## config.mk

```make
export PLATFORM = sky130hd
export DESIGN_NAME = vb_attach_sched
export DESIGN_NICKNAME = d
export VERILOG_FILES = /design/src/rtl/vb_sched_pkg.sv /design/src/rtl/rr_arbiter.sv /design/src/rtl/vb_attach_sched.sv
export SDC_FILE = /design/constraint.sdc
export NUM_CORES = 1
export LEC_CHECK = 0
export CORE_MARGIN = 5
export CORE_UTILIZATION = 30
export CTS_CLUSTER_SIZE = 10
export DETAILED_ROUTE_END_ITERATION = 6
export GPL_ROUTABILITY_DRIVEN = 0
export GPL_TIMING_DRIVEN = 0
export PLACE_DENSITY = 0.55
export SYNTH_ARGS = -nofsm -noshare
export SYNTH_HDL_FRONTEND = slang
export SYNTH_SLANG_ARGS = --single-unit
export TNS_END_PERCENT = 10
```

## constraint.sdc

```tcl
create_clock -name clk -period 2.7 [get_ports clk]
set_input_delay 0.54 -clock clk [delete_from_list [all_inputs] [get_ports clk]]
set_output_delay 0.54 -clock clk [all_outputs]
set_load 0.05 [all_outputs]
```

## src/rtl/vb_sched_pkg.sv

```systemverilog
// vb_sched_pkg: shared words, default lengths and FSM states for the VB attach scheduler
package vb_sched_pkg;
  localparam logic [15:0] HDR_WORD = 16'hAAAA;
  localparam logic [15:0] TRAILER_WORD = 16'h5554;
  localparam int CB_LEN = 50;
  localparam int VB_LEN = 16;
  localparam int FRAME_LEN = 68;
  typedef enum logic [2:0] {IDLE, ARB, WAIT_HDR, FWD, HOLD} state_t;
endpackage

```

## src/rtl/rr_arbiter.sv

```systemverilog
// rr_arbiter: one-hot grant of first requester from ptr upward (or from 0 when FIXED)
module rr_arbiter #(
  parameter int N = 4,
  parameter bit FIXED = 1'b0,
  localparam int W = $clog2(N)
) (
  input  logic [N-1:0] req,
  input  logic [W-1:0] ptr,
  output logic [N-1:0] gnt,
  output logic [W-1:0] idx
);
  logic [W-1:0] j;
  always_comb begin
    gnt = '0;
    idx = '0;
    j = '0;
    // scan from farthest to nearest so the nearest requester is written last
    for (int i = N - 1; i >= 0; i--) begin
      j = (FIXED ? '0 : ptr) + W'(i);
      if (req[j]) begin
        gnt = '0;
        gnt[j] = 1'b1;
        idx = j;
      end
    end
  end
endmodule

```

## src/rtl/vb_attach_sched.sv

```systemverilog
// vb_attach_sched: one VB lane per CB frame onto the merger's VB bus; VB_SCHED_FIXED_PRIO_EN selects fixed priority
module vb_attach_sched
  import vb_sched_pkg::*;
#(
  parameter int NLANE = 4,
  parameter logic [15:0] HDR = HDR_WORD,
  parameter int VB_LEN = vb_sched_pkg::VB_LEN,
  parameter int HDR_TIMEOUT = 32,
  parameter int FRAME_LEN = vb_sched_pkg::FRAME_LEN
) (
  input  logic                 clk,
  input  logic                 rst,
  input  logic [15:0]          cb_in,
  input  logic [NLANE-1:0]     vb_req,
  input  logic [16*NLANE-1:0]  vb_in,
  output logic [15:0]          vb_out,
  output logic [NLANE-1:0]     grant,
  output logic                 busy,
  output logic                 done_pulse,
  output logic                 drop_pulse,
  output logic [15:0]          drop_cnt
);
  localparam int W = $clog2(NLANE);
  state_t state;
  logic [6:0] frame_t, hdr_t;
  logic [7:0] wcnt;
  logic [W-1:0] gidx, rr_ptr, arb_idx;
  logic [NLANE-1:0] arb_gnt;
  logic [15:0] lane;
  logic abort, tmo, fin;
`ifdef VB_SCHED_FIXED_PRIO_EN
  localparam bit FIXED = 1'b1;
  assign rr_ptr = '0;
`else
  localparam bit FIXED = 1'b0;
  always_ff @(posedge clk)
    if (rst) rr_ptr <= '0;
    else if (abort || tmo || fin) rr_ptr <= gidx + W'(1);
`endif
  rr_arbiter #(.N(NLANE), .FIXED(FIXED)) u_arb (
    .req(vb_req), .ptr(rr_ptr), .gnt(arb_gnt), .idx(arb_idx)
  );
  assign lane = vb_in[16*gidx +: 16];
  assign busy = state != IDLE;
  // frame window overrides everything; timeout is checked before the header
  assign abort = (state == WAIT_HDR || state == FWD) && frame_t == 7'(FRAME_LEN - 1);
  assign tmo = state == WAIT_HDR && !abort && hdr_t == 7'(HDR_TIMEOUT - 1);
  assign fin = state == FWD && !abort && wcnt == 8'(VB_LEN);
  always_ff @(posedge clk) begin
    if (rst) begin
      state <= IDLE;
      vb_out <= '0;
      grant <= '0;
      done_pulse <= 1'b0;
      drop_pulse <= 1'b0;
      drop_cnt <= '0;
      frame_t <= '0;
      hdr_t <= '0;
      wcnt <= '0;
      gidx <= '0;
    end else begin
      done_pulse <= fin;
      drop_pulse <= abort || tmo;
      frame_t <= (state == IDLE) ? '0 : frame_t + 7'd1;
      hdr_t <= (state == WAIT_HDR) ? hdr_t + 7'd1 : '0;
      if ((abort || tmo) && drop_cnt != 16'hFFFF) drop_cnt <= drop_cnt + 16'd1;
      vb_out <= (state == FWD && !abort) ? lane :
                (state == WAIT_HDR && !abort && !tmo && lane == HDR) ? HDR : '0;
      case (state)
        IDLE: if (cb_in == HDR) state <= |vb_req ? ARB : HOLD;
        ARB:
          if (|vb_req) begin
            grant <= arb_gnt;
            gidx <= arb_idx;
            state <= WAIT_HDR;
          end else state <= HOLD;
        WAIT_HDR:
          if (abort || tmo) begin
            grant <= '0;
            state <= abort ? IDLE : HOLD;
          end else if (lane == HDR) begin
            wcnt <= 8'd1;
            state <= FWD;
          end
        FWD:
          if (abort || fin) begin
            grant <= '0;
            state <= abort ? IDLE : HOLD;
          end else wcnt <= wcnt + 8'd1;
        HOLD: if (frame_t == 7'(FRAME_LEN - 1)) state <= IDLE;
        default: state <= IDLE;
      endcase
    end
  end
endmodule
```

# After elaboration in Yosys (flattened, before gate mapping)
# Index checks and enable logic that the tools add are counted.
[totals] mem_bits_ro=0 mem_bits_rw=0 latch_bits=0 register_bits=67 wordCells=120 out_inout_bits=39 inputBits=86 mem_count=0
[classes] shifts=1 multipliers=0 n_reduce_logical=29 div_mod_pow=0 n_mux=43 eq_ne=19 bitwise_logic=1 order_cmp=8 add_sub_neg=8
[ops] operator="64-bit by 7-bit variable part select with 16-bit output" count=1
[ops] operator="16-bit equality test, second input constant" count=2
[ops] operator="16-bit 2-to-1 mux" count=2
[ops] operator="4-bit 2-to-1 mux" count=7
[ops] operator="3-bit 2-to-1 mux" count=8
[ops] operator="8-bit 2-to-1 mux" count=3
[ops] operator="16-bit by 1-bit adder with 16-bit output, second input constant" count=1
[ops] operator="16-bit != test, second input constant" count=1
[ops] operator="8-bit one-hot mux with 2 select lines" count=1
[ops] operator="3-bit one-hot mux with 5 select lines" count=1
[ops] operator="7-bit by 1-bit adder with 7-bit output, second input constant" count=2
[ops] operator="1-bit logical AND" count=12
[ops] operator="2-bit by 3-bit < comparator with 1-bit output, second input constant" count=4
[ops] operator="4-bit one-hot mux with 3 select lines" count=1
[ops] operator="4-bit AND reduction" count=3
[ops] operator="2-bit != test, second input constant" count=5
[ops] operator="8-bit by 1-bit adder with 8-bit output, second input constant" count=1
[ops] operator="1-bit binary-select mux with 2-bit select" count=4
[ops] operator="1-bit demux with 2-bit select" count=4
[ops] operator="8-bit by 5-bit equality test with 1-bit output, second input constant" count=1
[ops] operator="2-bit by 1-bit >= comparator with 1-bit output, second input constant" count=4
[ops] operator="1-bit 2-to-1 mux" count=8
[ops] operator="2-bit 2-to-1 mux" count=4
[ops] operator="7-bit by 5-bit equality test with 1-bit output, second input constant" count=1
[ops] operator="other kinds (17)" count=28

# Longest topological paths before layout
# Gate-level depths: netlist of run 1.
[depth] word_depth=11 depth_mapped=8 ltp_nobuf=7

# By module
# From an unflattened synthesis of run 1, not the netlist that was laid out.
[unflattened] cells_unflattened=429 hier_area_um2=3950.0
[modules_own_cells] module="vb_attach_sched" area_each_um2=3458.3 instances=1 cells_each=363 seq_area_each_um2=1341.3
[modules_own_cells] module="rr_arbiter" area_each_um2=491.7 instances=1 cells_each=66 seq_area_each_um2=0.0

# Worst setup path before layout of run 1
# Ideal clock, no wire load.
[synth_timing] kind="register to register" startpoint="register rr_ptr[0]" endpoint="register grant[0]" path_buffers=1 arrival_ns=2.106 required_time_ns=2.570 stages_incl_launch_ff=9 synth_period_minus_slack_ns=2.236 path_slack_ns=0.464 setup_ns=0.130 path_cell_list="dfxtp_1 > clkbuf_1 > inv_1 > ha_1 > mux4_2 > nor2b_1 > a221o_1 > nand3_1 > a31oi_1"
[synth_via] elab_chain_cells=11 elab_cells_between_ends=37 cone_classes="add/sub: 3; order compare: 8; mux: 22; reduce/logical: 4"
[synth_lines] element="start: declaration" line_no="vb_attach_sched.sv:27" rtl="logic [W-1:0] gidx, rr_ptr, arb_idx;"
[synth_lines] element="start signal: assignment" line_no="vb_attach_sched.sv:38" rtl="else if (abort || tmo || fin) rr_ptr <= gidx + W'(1);"
[synth_lines] element="2-bit adder" line_no="rr_arbiter.sv:19" rtl="j = (FIXED ? '0 : ptr) + W'(i);"
[synth_lines] element="2-bit by 3-bit < comparator with 1-bit output (not written as such) / 2-bit by 1-bit >= comparator with 1-bit output (equally long branches)" line_no="rr_arbiter.sv:22" rtl="gnt[j] = 1'b1;"
[synth_lines] element="1-bit logical AND (not written as such)" line_no="rr_arbiter.sv:22"
[synth_lines] element="1-bit 2-to-1 mux (not written as such)" line_no="rr_arbiter.sv:22"
[synth_lines] element="1-bit demux with 2-bit select"
[synth_lines] element="4-bit 2-to-1 mux (3 in series)" line_no="rr_arbiter.sv:20" rtl="if (req[j]) begin"
[synth_lines] element="4-bit 2-to-1 mux (*)" line_no="rr_arbiter.sv:20"
[synth_lines] element="4-bit 2-to-1 mux (*)" line_no="vb_attach_sched.sv:72" rtl="if (|vb_req) begin"
[synth_lines] element="4-bit one-hot mux with 3 select lines (*)" line_no="vb_attach_sched.sv:69" rtl="case (state)"
[synth_lines] element="end signal: assignment" line_no="vb_attach_sched.sv:73" rtl="grant <= arb_gnt;"
[synth_lines] element="end: declaration" line_no="vb_attach_sched.sv:17" rtl="output logic [NLANE-1:0] grant,"
# Every way passes the cells marked *; elsewhere a longest branch is shown, timed or not. The select of a mux whose other input is x is not followed.
# A chain may end at the register's enable or synchronous reset.

# Worst setup path after layout of run 1
[layout_timing] startpoint="register rr_ptr[0]" endpoint="register grant[1]"
# Same word-level chain as after synthesis.

==> results.md, run 1 <==
* H-Tree Depth at 3
* CTS max path bufs at 2
* Vias per cell at 5.15
* Antenna Cells at 0
* Synthesized area per cell at 9.95 µm²
* Final Hold Viols at 0
* Area Overhead vs Synth at 45.5%
* Fin nets at between 600 and 700
* FF+latch count, synth at 67
* First-pass GRT wire length at between 15000 and 20000 µm
* CTS Sinks at 67
* Vias in the first global route at about 3500
* Sw Share at 0.196
* Setup CP Type: register to register
* NetSw at 0.473 mW
* DP HPWL at 9380 µm
* Net count after synthesis at around 490
* Most frequent cell after synthesis: dfxtp_1
* Max VDD drop at 0.256 mV
* Flop pwr share at 0.411
* Layout cells sized above 1 at 0.0919
* Non-filler cells, final at 705
* Max-slew violation count at 0
* Design area at 5690 µm²
* CORE AREA at 12700 µm²
* DR pass1 iterations at 4
* Mapped cell area at 3910 µm²
* Buffers on Ports at 124
* Tot GR Track Use at 0.151
* Synth warn at 0
* Worst Path Max Fanout at 9
* # placed instances at 689
* Row cnt at 41
* Initial core utilization at 0.307
* Number of buffers created by CTS at 9
* Count of cell types in the netlist at 62
* Detailed router's first-iteration violation count at ~190
* CTS tree: built
* Clock Skew at 5.56 ps
* Hold Path Class: register to register
* Drt drc at 0
* Combinational fraction of design power at 0.084
* Synth top cells by count: 67 x dfxtp_1, 27 x nor2_1, 22 x nand3_1, 20 x a21oi_1, 15 x nand2_1
* CP arrival at 2730 ps
* Wire length per cell at ~17 µm
* Max Fclk at 0.394 GHz
* Setup crit end kind: register
* Number of synthesized flops with an enable pin at 0
* Crit start category: register
* Final setup fails at 0
* PD cells at roughly 420 nW/µm²
* Static Leak at 2.00 nW
* Area of placed instances at 5370 µm²
* CTS Hold Bufs at 0
* Share of the synthesized area in the top cell type at 0.343
* Grt total ovfl at 0
* Core Util, Final at 0.447
* Internal at about 1.9 mW
* Worst slack, placed at -535 ps
* Clock Pin Slew Worst Setup and Hold Paths at 50 ps
* Unrepaired setup endpoints after global routing: true
* Final worst slack at 165 ps
* Cell accounting for the most synthesized area: dfxtp_1
* Clock root buffer master: clkbuf_16
* Antenna-violating nets left at 0
* Slew margin rel. at 0.423
* Fin crit period at 2530 ps
* Post-synthesis sequential area ratio at 0.343
* Die Wd at 124 µm
* Clock share of power at 0.506
* Post-Synthesis Cells at 393
* Clk_lat worst skew at between 300 and 400 ps
* Die ar. at 15400 µm²
* Worst-Margin Slew at 857 ps
* Ys flop type: dfxtp_1
* Max Cap Viol at 0
* Initial antenna violation count at 0
* Post-CTS setup buffers at 0
* Status: completed
* DR vias at 3629
* Synth top area cells: dfxtp_1 34%, mux4_1 9.4%, ha_1 3.8%, mux4_2 3.5%, nand3_1 2.8%
* Tcrit/Tclk final at 0.939
* Setup TNS Final at 0 ps
* Asr flop ratio synth at 0
* Die Span Y at approximately 120 µm
* Crit path required time at 2890 ps
* Ports at 125
* Routed WL at 11900 µm
* Largest net degree at the start of global routing at 12
==> worst paths after layout <==
kind | start | to | slack (ps) | cells past startpoint
setup / recovery | rr_ptr[0]$_SDFFE_PP0P_ | grant[1]$_SDFFE_PP0P_ | 170 | 8
hold / removal | hdr_t[0]$_SDFF_PP0_ | hdr_t[0]$_SDFF_PP0_ | 450 | 1
setup reg to reg | rr_ptr[0]$_SDFFE_PP0P_ | grant[1]$_SDFFE_PP0P_ | 170 | 8
hold reg to reg | hdr_t[0]$_SDFF_PP0_ | hdr_t[0]$_SDFF_PP0_ | 450 | 1
==> logic make-up (layout without fill, tap and decap cells) <==
kind of cell,count (synthesis),in the layout,share of synthesized area
AO/OA/AOI/OAI,87,87,0.154
flip-flops,67,67,0.343
buffers and inverters,33,173,0.0470
multiplexers,26,26,0.145
XOR/XNOR,11,11,0.0246
adder cells (fa/ha/maj),12,12,0.0384
AND/OR/NAND/NOR,157,157,0.248
==> critical path: stages, from the launching register on <==
cell	delay, ps
dfxtp_1	380
clkbuf_1	400
inv_1	240
ha_1	410
mux4_2	310
nor2b_1	190
a221o_1	300
nand3_1	90
a31oi_1	70
==> metrics by stage <==
step / hold WS [ps] / power, mW
floorplan: 413 / 1.07
global placement: 426 / 1.21
detailed placement: 446 / 1.21
CTS: 454 / 2.44
global route: 502 / 2.51
finish: 451 / 2.41
==> routing by layer <==
layer	global-route usage	wire [µm]
met5	0	0
met4	0.0465	157
met3	0.0300	464
met2	0.239	5960
met1	0.208	5270
==> state kept, by name, summed over array words and instances (netlist names) <==
signal	flops
frame_t	7
drop_cnt	16
done_pulse	1
gidx	2
rr_ptr	2
grant	4
state	3
drop_pulse	1
hdr_t	7
wcnt	8
vb_out	16
==> final cells by class <==
type | count | area, µm²
Clock buffer | 11 | 233
Fill cell | 1280 | 7030
Multi-Input combinational cell | 293 | 2400
Tap cell | 172 | 215
Clock inverter | 5 | 77.6
Inverter | 11 | 41.3
Sequential cell | 67 | 1340
Buffer | 22 | 143
Timing Repair Buffer | 124 | 1240
==> repair_timing <==
item,CTS,global route
gates resized for setup,1,1
cloned,0,0
setup endpoints to repair,4,3
==> cell usage in the layout (no fill, tap or decap), types with 5 or more instances in the layout <==
cell               n
mux4_2             6
a311oi_1           6
nand2b_1           9
dfxtp_1           67
and4_1             6
nand4_1            6
clkbuf_16          9
or4_1             12
o21ai_0            8
o31ai_1           10
ha_1              12
nand2_1           15
nor3_1             6
nor2_1            27
mux4_1            14
nor2b_1            6
inv_1             11
nand3_1           22
a21oi_1           20
a31oi_1            5
clkbuf_1          13
and2_1            12
clkdlybuf4s50_1  124
and3_1             6
xor2_1             8
a21o_1             8
==> power groups by stage <==
stage	combinational [mW]	sequential [mW]	clock [mW]
after floorplan	0.0588	1.01	0
after global placement	0.200	1.01	0
after detailed placement	0.202	1.01	0
after CTS	0.203	0.989	1.25
after global routing	0.214	0.988	1.31
final	0.202	0.989	1.22
(Power assumes the default switching activity.)
==> inputs of run 2 (changes only) <==
Settings changed: HOLD_SLACK_MARGIN set to 0.15.
==> results of run 2 <==
Final layout, timing and power as in run 1 (identical DEF).
==> inputs of run 3 (changes only) <==
Settings changed: CTS_CLUSTER_DIAMETER set to 100.
==> results of run 3 <==
Final layout, timing and power as in run 1 (identical DEF).
